===== src/rtl/lock_ctrl.sv =====
// Keypad lock sequencer: collects four-digit codes, unlocks on a secret match,
// counts failures into a timed alarm lockout, and reprograms the secret while open.
module lock_ctrl #(
  parameter logic [15:0] SECRET      = 16'h7310,
  parameter int          MAX_FAIL    = 3,
  parameter int          TIMEOUT_CYC = 32,
  parameter int          LOCKOUT_CYC = 16
) (
  input  logic       clk,
  input  logic       rst_n,
  input  logic [9:0] tenkey,
  input  logic       close,
  input  logic       set_mode,
  output logic       lock,
  output logic       alarm,
  output logic       entering,
  output logic [2:0] digit_cnt,
  output logic [1:0] fail_cnt
);

  typedef enum logic [2:0] {IDLE, ENTRY, UNLOCKED, PROGRAM, LOCKOUT} state_t;

  state_t      state;
  logic [9:0]  prev;
  // Only the three older digits need storing; the fourth arrives with the deciding press.
  logic [11:0] entry;
  logic [15:0] secret;
  logic [7:0]  timer;

  logic        press;
  logic [3:0]  digit;
  logic [15:0] entry_shift;
  logic        timeout;
  logic        lock_expired;
  logic [1:0]  fail_inc;

  always_comb begin
    digit = '0;
    for (int k = 0; k < 10; k++) begin
      if (tenkey[k]) digit = 4'(k);
    end
    press        = $onehot(tenkey) && (prev == '0);
    entry_shift  = {entry, digit};
    timeout      = (timer == 8'(TIMEOUT_CYC - 1));
    lock_expired = (timer == 8'(LOCKOUT_CYC - 1));
    fail_inc     = (fail_cnt == 2'(MAX_FAIL)) ? fail_cnt : fail_cnt + 2'd1;
  end

  always_ff @(posedge clk or negedge rst_n) begin
    if (!rst_n) begin
      state     <= IDLE;
      prev      <= '0;
      entry     <= '0;
      secret    <= SECRET;
      timer     <= '0;
      lock      <= 1'b1;
      alarm     <= 1'b0;
      entering  <= 1'b0;
      digit_cnt <= '0;
      fail_cnt  <= '0;
    end else begin
      prev <= tenkey;
      case (state)
        IDLE: begin
          if (press) begin
            state     <= ENTRY;
            entering  <= 1'b1;
            digit_cnt <= 3'd1;
            entry     <= {8'h00, digit};
            timer     <= '0;
          end
        end
        ENTRY: begin
          if (close || timeout) begin
            state     <= IDLE;
            entering  <= 1'b0;
            digit_cnt <= '0;
            timer     <= '0;
          end else if (press) begin
            timer <= '0;
            if (digit_cnt == 3'd3) begin
              entering  <= 1'b0;
              digit_cnt <= '0;
              if (entry_shift == secret) begin
                state    <= UNLOCKED;
                lock     <= 1'b0;
                fail_cnt <= '0;
              end else begin
                fail_cnt <= fail_inc;
                if (fail_inc == 2'(MAX_FAIL)) begin
                  state <= LOCKOUT;
                  alarm <= 1'b1;
                end else begin
                  state <= IDLE;
                end
              end
            end else begin
              digit_cnt <= digit_cnt + 3'd1;
              entry     <= entry_shift[11:0];
            end
          end else begin
            timer <= timer + 8'd1;
          end
        end
        UNLOCKED: begin
          if (close) begin
            state <= IDLE;
            lock  <= 1'b1;
          end else if (set_mode) begin
            state     <= PROGRAM;
            entering  <= 1'b1;
            digit_cnt <= '0;
            timer     <= '0;
          end
        end
        PROGRAM: begin
          if (close) begin
            state     <= IDLE;
            lock      <= 1'b1;
            entering  <= 1'b0;
            digit_cnt <= '0;
            timer     <= '0;
          end else if (timeout) begin
            state     <= UNLOCKED;
            entering  <= 1'b0;
            digit_cnt <= '0;
            timer     <= '0;
          end else if (press) begin
            timer <= '0;
            if (digit_cnt == 3'd3) begin
              secret    <= entry_shift;
              state     <= UNLOCKED;
              entering  <= 1'b0;
              digit_cnt <= '0;
            end else begin
              digit_cnt <= digit_cnt + 3'd1;
              entry     <= entry_shift[11:0];
            end
          end else begin
            timer <= timer + 8'd1;
          end
        end
        LOCKOUT: begin
          // Inputs are deliberately ignored here, including a press on the exit edge.
          if (lock_expired) begin
            state    <= IDLE;
            alarm    <= 1'b0;
            fail_cnt <= '0;
            timer    <= '0;
          end else begin
            timer <= timer + 8'd1;
          end
        end
        default: state <= IDLE;
      endcase
    end
  end

endmodule


===== config.mk =====
export PLATFORM = sky130hd
export DESIGN_NAME = lock_ctrl
export DESIGN_NICKNAME = d
export VERILOG_FILES = /design/src/rtl/lock_ctrl.sv
export SDC_FILE = /design/constraint.sdc
export NUM_CORES = 1
export LEC_CHECK = 0
export CAP_MARGIN = 20
export CORE_MARGIN = 3
export CORE_UTILIZATION = 54
export CTS_BUF_LIST = sky130_fd_sc_hd__clkbuf_8
export DETAILED_ROUTE_END_ITERATION = 7
export GPL_TIMING_DRIVEN = 0
export HOLD_SLACK_MARGIN = 0.08
export PLACE_DENSITY = 0.77
export SLEW_MARGIN = 20
export SYNTH_ARGS = -nofsm -noshare
export SYNTH_HDL_FRONTEND = slang
export SYNTH_SLANG_ARGS = --single-unit

===== constraint.sdc =====
create_clock -name clk -period 2 [get_ports clk]
set_clock_uncertainty 0.05 [all_clocks]
set_input_delay 0.6 -clock clk [delete_from_list [all_inputs] [get_ports clk]]
set_output_delay 0.6 -clock clk [all_outputs]
set_load 0.05 [all_outputs]

# --- Word-level counts from Yosys, hierarchy flattened ---
# Cells that the tools add are included.
op_classes:
  muxes: 76
  bitwise_logic: 2
  reduce_logical: 18
  add_sub_neg: 12
  n_eq_ne: 29
ops:
  columns: ["op", "n"]
  rows:
  - ["$mux 12", 6]
  - ["$mux 8", 8]
  - ["$mux 3", 20]
  - ["$pmux 8 s5", 1]
  - ["$pmux 12 s3", 1]
  - ["$mux 4", 7]
  - ["$ne 2x2->1 const B", 12]
  - ["$mux 1", 20]
  - ["$eq 16x16->1", 1]
  - ["$pmux 3 s5", 1]
  - ["$reduce_and 5->1", 3]
  - ["$mux 2", 7]
  - ["$reduce_and 7->1", 2]
  - ["$pmux 3 s4", 1]
  - ["$add 1x1->2", 5]
  - ["$logic_not 10->1", 1]
  - ["$eq 3x2->1 const B", 3]
  - ["$ne 3x3->1 const B", 3]
  - ["$add 8x1->8 const B", 1]
  - ["$eq 8x4->1 const B", 1]
  - ["$eq 8x5->1 const B", 1]
  - ["$ne 4x4->1 const B", 2]
  - ["$reduce_and 4->1", 2]
  - ["$add 2x2->3", 2]
  - ["other kinds (22)", 26]
word_totals:
  out_inout_bits: 8
  ff_bits: 57
  wordCells: 147

# --- Longest topological paths before layout ---
# Gate-level depths: netlist (run 1).
depth:
  ltp_word: 15
  ltp_mapped: 15
  mapped_depth_nobuf: 14

# --- Least setup slack after synthesis (run 1) ---
# No wires, ideal clock.
synth_path:
  path_type: "in2reg"
  startpoint: "in tenkey[0]"
  endpoint: "reg digit_cnt[1]"
  setup_ns: 0.129
  stages: 14
  t_required_ns: 1.821
  path_slack_ns: -2.602
  t_arrival_ns: 4.423
  path_cell_list: "fa_1 > fa_1 > inv_1 > fa_1 > inv_1 > ha_1 > inv_1 > fa_1 > or4b_4 > a2111o_4 > o211a_4 > a221o_1 > nand2_1 > o21ai_1"
synth_via:
  elab_chain_cells: 10
  elab_cells_between_ends: 13
  cone_classes: "add/sub: 4; eq/ne: 2; mux: 5; reduce/logical: 2"
synth_lines:
  columns: ["element", "line_no", "source"]
  rows:
  - ["from (decl)", "11", "input logic [9:0] tenkey,"]
  - ["$add 1x1->2 (not written as such) *", "42", "press = $onehot(tenkey) && (prev == '0);"]
  - ["$add 2x2->3 (not written as such) *", "42", null]
  - ["$add 3x3->4 (not written as such) *", "42", null]
  - ["$add 4x2->4 (not written as such) *", "42", null]
  - ["$eq 4x1->1 *", "42", null]
  - ["$logic_and 1x1->1 *", "42", null]
  - ["$mux 3 (3 in a row)", null, null]
  - ["$pmux 3 s4", null, null]
  - ["to (signal assigned)", "98", "digit_cnt <= digit_cnt + 3'd1;"]
  - ["to (signal assigned)", "136", "digit_cnt <= digit_cnt + 3'd1;"]
  - ["to (decl)", "17", "output logic [2:0] digit_cnt,"]
# Every way passes the cells marked *; elsewhere a longest branch is shown, timed or not.
# A chain may end at the register's enable or synchronous reset.

# --- Worst setup path in the final report (run 1) ---
layout_path:
  startpoint: "in tenkey[0]"
  endpoint: "reg secret[11]"
layout_via:
  elab_chain_cells: 7
layout_lines:
  columns: ["element", "line_no", "source"]
  rows:
  - ["$add 1x1->2 (not written as such)", "42", null]
  - ["$add 2x2->3 (not written as such)", "42", null]
  - ["$add 3x3->4 (not written as such)", "42", null]
  - ["$add 4x2->4 (not written as such)", "42", null]
  - ["$eq 4x1->1", "42", null]
  - ["$logic_and 1x1->1", "42", null]
  - ["$reduce_and 5->1 (no line)", null, null]
  - ["to (signal assigned)", "131", "secret <= entry_shift;"]
  - ["to (decl)", "27", "logic [15:0] secret;"]
# No other way between the ends.

==> impl_results.md, run 1 <==
* Max H-tree Level at 3
* Die W at 79.32 µm
* Core Area at 0.005140 mm²
* Failing checks: negative setup slack
* Final hold vios at 0
* PortBufs at 21
* Drt pass-1 iters at 4
* Clock root buffer: clkbuf_8
* Layout cells sized above 1 at 25.73%
* Setup_tns at -110.47 ns
* Max FO, Critical Path at 6
* Mean post-synth cell area at 10.15 µm²
* DIE HEIGHT at 79.32 µm
* Max Fclk at 224.2 MHz
* WL per Instance at 16.80 µm
* Int Power at 2.000 mW
* Pre-CTS setup slack at -3.464 ns
* Cell Area, Placed at 0.003214 mm²
* Io pins at 22
* Slew HR at 43.23%
* Top cell type's share of synthesized area at 43.10%
* YS warnings at 0
* #FFs+latches synth at 57
* Status: finished with violations
* Mapped Area at 0.002903 mm²
* Ant. Diodes at 0
* CTS buffer count at 9
* CTS clk-pin slew, worst paths at 0.07 ns
* Reg power frac at 43.5%
* DR vias at 2345
* Cell area power density at 796.9 mW/mm²
* Clock share of power at 29.4%
* Switch Pwr at 0.9641 mW
* Final Max Slew Viols at 0
* Post-synth EDFFs at 0
* Worst setup SP type: primary input
* Vias in the first global route at 2400
* Clock latency on the worst-skew pair at 0.34 ns
* Unrepaired setup endpoints after global routing: true
* Initial antenna violation count at 0
* Arrival time worst endpoint at 4.69 ns
* Area Overhead vs Synth at 28.15%
* Final setup vio count at 47
* Sw frac at 32.52%
* Seq/Total Area, Yosys at 49.44%
* Largest cells by area after synthesis: dfrtp_1 43%, nand2_1 7.5%, dfstp_2 6.3%, fa_1 4.1%, o21ai_0 3.8%
* Period utilization at 223.0%
* Total power at 2.964 mW
* Hold_buf cts at 0
* TritonCTS clock tree: built
* Post-synth top cells: 58 x nand2_1, 50 x dfrtp_1, 22 x o21ai_0
* Clock buffer depth at 2
* Syn_nets at 310
* Initial Util at 56.48%
* Utilization after layout at 72.37%
* Drt initial violations at 176
* Hold Path Class: in2async
* Fin crit period at 4.461 ns
* First-pass GRT wire length at 11.60 mm
* Largest net degree at the start of global routing at 58
* Post-synth ARST share at 100.0%
* Logic pwr share at 27.1%
* Number of max-cap violations at 0
* RePlAce Congestion at 0.8808
* Layout Cells excl Fill at 412
* Residual DRC count at 0
* CTS sink count at 57
* Number of core rows at 26
* Die area at 0.006291 mm²
* WS Path Type: in2reg
* Antenna viol nets, final at 0
* Cells after DPL at 377
* Via-to-Cell Ratio at 5.692
* HPWL Detailed at 4.364 mm
* Synth area leader: dfrtp_1
* Final setup margin at -2.461 ns
* Hold WS at 0.2538 ns
* Fin area at 0.003720 mm²
* Gr usage total at 24.17%
* Count of cell types in the netlist at 56
* Required @ worst endpoint at 2.22 ns
* Count leader, synth: nand2_1
* Post-synth top flop: dfrtp_1
* LEAKAGE at 1.775 nW
* Remaining Overflow, GRT at 0
* Worst Max-Slew Pin Slew at 0.8497 ns
* Peak supply drop at 546.4 µV
* Final #Nets at 361
* CP endpoint kind: flip-flop
* Syn Inst Count at 286
* Routed WL at 6.923 mm
-- layout make-up --
type | instances | area [µm²]
clock inverters | 7 | 31.28
flip-flops and latches | 57 | 1435
inverters | 15 | 56.30
fillers | 382 | 1420
multi-input cells | 207 | 1520
repair buffers | 41 | 407.9
well taps | 70 | 87.58
clock buffers | 9 | 123.9
plain buffers | 6 | 57.56
-- cells by family after synthesis --
kind of cell               Yosys count  synth area share [%]
and+or+nand+nor                    115                 20.09
AOI/OAI and AO/OA                   68                 17.29
DFF                                 57                 49.44
buffers and inverters               22                 3.017
xor gates and xnor gates            13                 3.922
adders and majority gates           10                 5.862
muxes                                1                0.3879
-- power by group through the flow --
stage / logic [mW] / registers [mW] / clock network [mW]
after floorplan: 0.371 / 1.36 / 0
after global placement: 0.614 / 1.30 / 0
after detailed placement: 0.637 / 1.30 / 0
after CTS: 0.758 / 1.29 / 0.885
after global routing: 0.877 / 1.29 / 0.933
final: 0.802 / 1.29 / 0.872
-- layer usage --
| layer | up-vias | share of wire (%) | track usage, % |
|---|---|---|---|
| met5 | - | 0 | 0 |
| met4 | 0 | 1.5 | 11.00 |
| met1 | 1151 | 44 | 31.48 |
| met2 | 65 | 50 | 39.23 |
| li1 | 1116 | - | - |
| met3 | 13 | 4.1 | 4.422 |
-- flip-flops by register name (all words and copies together) (netlist names) --
| name | count |
|---|---|
| prev | 10 |
| alarm | 1 |
| timer | 8 |
| entering | 1 |
| secret | 16 |
| fail_cnt | 2 |
| entry | 12 |
| state | 3 |
| digit_cnt | 3 |
| lock | 1 |
-- critical path, cell delays in order --
cell      delay (ns)
buf_6           0.10
fa_1            0.50
fa_1            0.53
inv_2           0.04
fa_1            0.43
inv_1           0.08
ha_2            0.18
inv_2           0.04
fa_1            0.48
or4b_4          0.48
a2111o_4        0.42
buf_6           0.14
nor4_4          0.36
buf_6           0.19
nand2_1         0.05
nand2_1         0.06
-- what timing repair did --
action | in CTS | in global routing
setup endpoints to repair | 55 | 47
pin swaps | 28 | 30
setup buffers | 15 | 3
cloned | 1 | 1
gates resized for setup | 80 | 26
-- placed cells by master (no fill, tap or decap), types with 7 or more instances in the layout --
master / n
dfrtp_1: 50
o21ai_1: 13
buf_6: 13
dlygate4sd2_1: 8
dfstp_2: 7
o21ai_0: 8
inv_1: 16
nand2_1: 48
nand2_2: 10
nor2_1: 9
buf_4: 13
a22o_1: 9
clkbuf_8: 11
xor2_1: 12
-- path summary, 6_finish.rpt --
kind	startpoint	endpoint	slack [ns]	cells past startpoint
max	tenkey[0]	secret[11]	-2.46	16
min	rst_n	state[2]	0.25	1
max reg2reg	timer[0]	entry[11]	-0.78	8
min reg2reg	secret[12]	secret[12]	0.41	2
max in group asynchronous	rst_n	entry[8]	1.16	1
min in group clk	tenkey[0]	prev[0]	0.32	1
(Power assumes the default switching activity.)
==> run 2, diff against run 1 <==
Settings changed: ABC_CLOCK_PERIOD_IN_PS set to 2000, HOLD_SLACK_MARGIN 0.08 to 0.12.
==> results of run 2 <==
Final layout, timing and power as in run 1 (identical DEF).
==> run 3, diff against run 2 <==
Settings changed: SLEW_MARGIN 20 to not set.
==> run 3 against run 2 <==
Net effect:
- the flow still finishes with violations (negative setup slack)
- power increased by 11%
- final cell count rose by 1.5%
- flip-flop and latch count did not move
- cell area is 7.1% higher
- setup slack worse by 0.11 ns
- largest cell class unchanged
- largest power group unchanged
==> impl_results.md, run 3 (synthesis gave the netlist of run 1 again) <==
* Status: finished with violations
* Failing checks: negative setup slack
* DR vias at 2512
* Final #Nets at 367
* CTS sink count at 57
* Cells after DPL at 378
* Final setup margin at -2.574 ns
* Gr usage total at 25.85%
* Hold Path Class: in2async
* Total power at 3.304 mW
* Setup_tns at -117.53 ns
* Remaining Overflow, GRT at 0
* DIE HEIGHT at 79.32 µm
* Clock root buffer: clkbuf_8
* Number of core rows at 26
* Max Fclk at 218.6 MHz
* Final hold vios at 0
* Fin area at 0.003984 mm²
* CTS buffer count at 9
* LEAKAGE at 1.873 nW
* PortBufs at 21
* Drt initial violations at 197
* Residual DRC count at 0
* Final Max Slew Viols at 0
* Slew HR at 49.94%
* Required @ worst endpoint at 2.15 ns
* WL per Instance at 19.34 µm
* Number of max-cap violations at 0
* Largest net degree at the start of global routing at 32
* Core Area at 0.005140 mm²
* Utilization after layout at 77.51%
* Area Overhead vs Synth at 37.24%
* Final setup vio count at 47
* Max FO, Critical Path at 6
* Clock latency on the worst-skew pair at 0.33 ns
* CP endpoint kind: flip-flop
* Arrival time worst endpoint at 4.73 ns
* Multi-input gate area at 0.001618 mm²
* Hold WS at 0.2184 ns
* Most frequent cells in the layout: 50 x dfrtp_1, 31 x nand2_1, 24 x nand2_2
* Die W at 79.32 µm
* Clock buffer depth at 2
* Largest register by flop count: secret
* Die area at 0.006291 mm²
* Cell area power density at 829.2 mW/mm²
* Max H-tree Level at 3
* Peak supply drop at 520.8 µV
* Fin crit period at 4.574 ns
* Cell Area, Placed at 0.003232 mm²
* Layout Cells excl Fill at 418
* CTS clk-pin slew, worst paths at 0.07 ns
* Routed WL at 8.083 mm
* Drt pass-1 iters at 6
* Storage element area at 0.001435 mm²
* Most common cell after layout, fill and taps aside: dfrtp_1
* Vias in the first global route at 2571
* Largest register FFs at 16
* First-pass GRT wire length at 12.55 mm
* TritonCTS clock tree: built
* HPWL Detailed at 4.475 mm
* WS Path Type: in2reg
* Unrepaired setup endpoints after global routing: true
* Period utilization at 228.7%
* # fillers at 329
* Via-to-Cell Ratio at 6.010
* Pre-CTS setup slack at -3.448 ns
* Initial antenna violation count at 0
* RePlAce Congestion at 0.8808
* Worst setup SP type: primary input
* Initial Util at 56.48%
* Ant. Diodes at 0
* Io pins at 22
* R2R Setup Slk at -0.61 ns
* Layout cells sized above 1 at 34.77%
* Largest regs: secret: 16 flops, entry: 12 flops, prev: 10 flops
* Antenna viol nets, final at 0
* Worst Max-Slew Pin Slew at 0.7493 ns
==> run 3: changes by cell type in the layout (fill, tap and decap cells not counted), sizes merged <==
cell | before | now
buf | 29 | 36
bufinv | 0 | 1
clkbuf | 13 | 15
inv | 18 | 17
clkinv | 4 | 1
==> run 3: final timing paths <==
kind	from	endpoint	cells after the start
min reg2reg	secret[12]	secret[12]	2
max	tenkey[0]	entry[10]	17
min in group clk	tenkey[0]	prev[0]	1
max in group asynchronous	rst_n	secret[12]	2
min	rst_n	fail_cnt[0]	1
max reg2reg	timer[0]	digit_cnt[0]	8
==> run 3: per-layer routing <==
metal,wire length [µm],global-route usage [%]
met1,3330,32.44
met2,4278,44.70
met3,316,3.628
met4,157,10.65
met5,0,0
==> run 3: cell type report <==
cell class                      count  area share (%)
Timing Repair Buffer               47           13.03
Inverter                           15           1.413
Buffer                              6           1.508
Clock inverter                      4           1.068
Tap cell                           70           2.198
Multi-Input combinational cell    207           40.61
Clock buffer                       12           4.146
Sequential cell                    57           36.02
==> run 3: what timing repair did <==
action / CTS / global route
cloned: 1 / 3
pin swaps: 26 / 42
resized for setup: 87 / 66
setup buffers: 17 / 4
setup endpoints to repair: 55 / 47
hold buffers: 0 / 0
==> run 3: report_power, final <==
group / total, mW / switching, mW / internal [mW]
combinational: 0.887 / 0.489 / 0.398
clock: 1.12 / 0.457 / 0.667
sequential: 1.29 / 0.0735 / 1.22
total: 3.30 / 1.02 / 2.28
==> run 3: worst max-delay path, cell delays in order <==
cell       delay (ns)
buf_8            0.10
fa_1             0.51
fa_1             0.58
inv_2            0.05
fa_1             0.44
inv_2            0.08
ha_4             0.13
inv_2            0.04
fa_1             0.47
or4b_4           0.49
buf_6            0.14
buf_6            0.11
a2111oi_4        0.33
buf_4            0.20
nand2b_4         0.10
buf_6            0.15
a22o_1           0.21
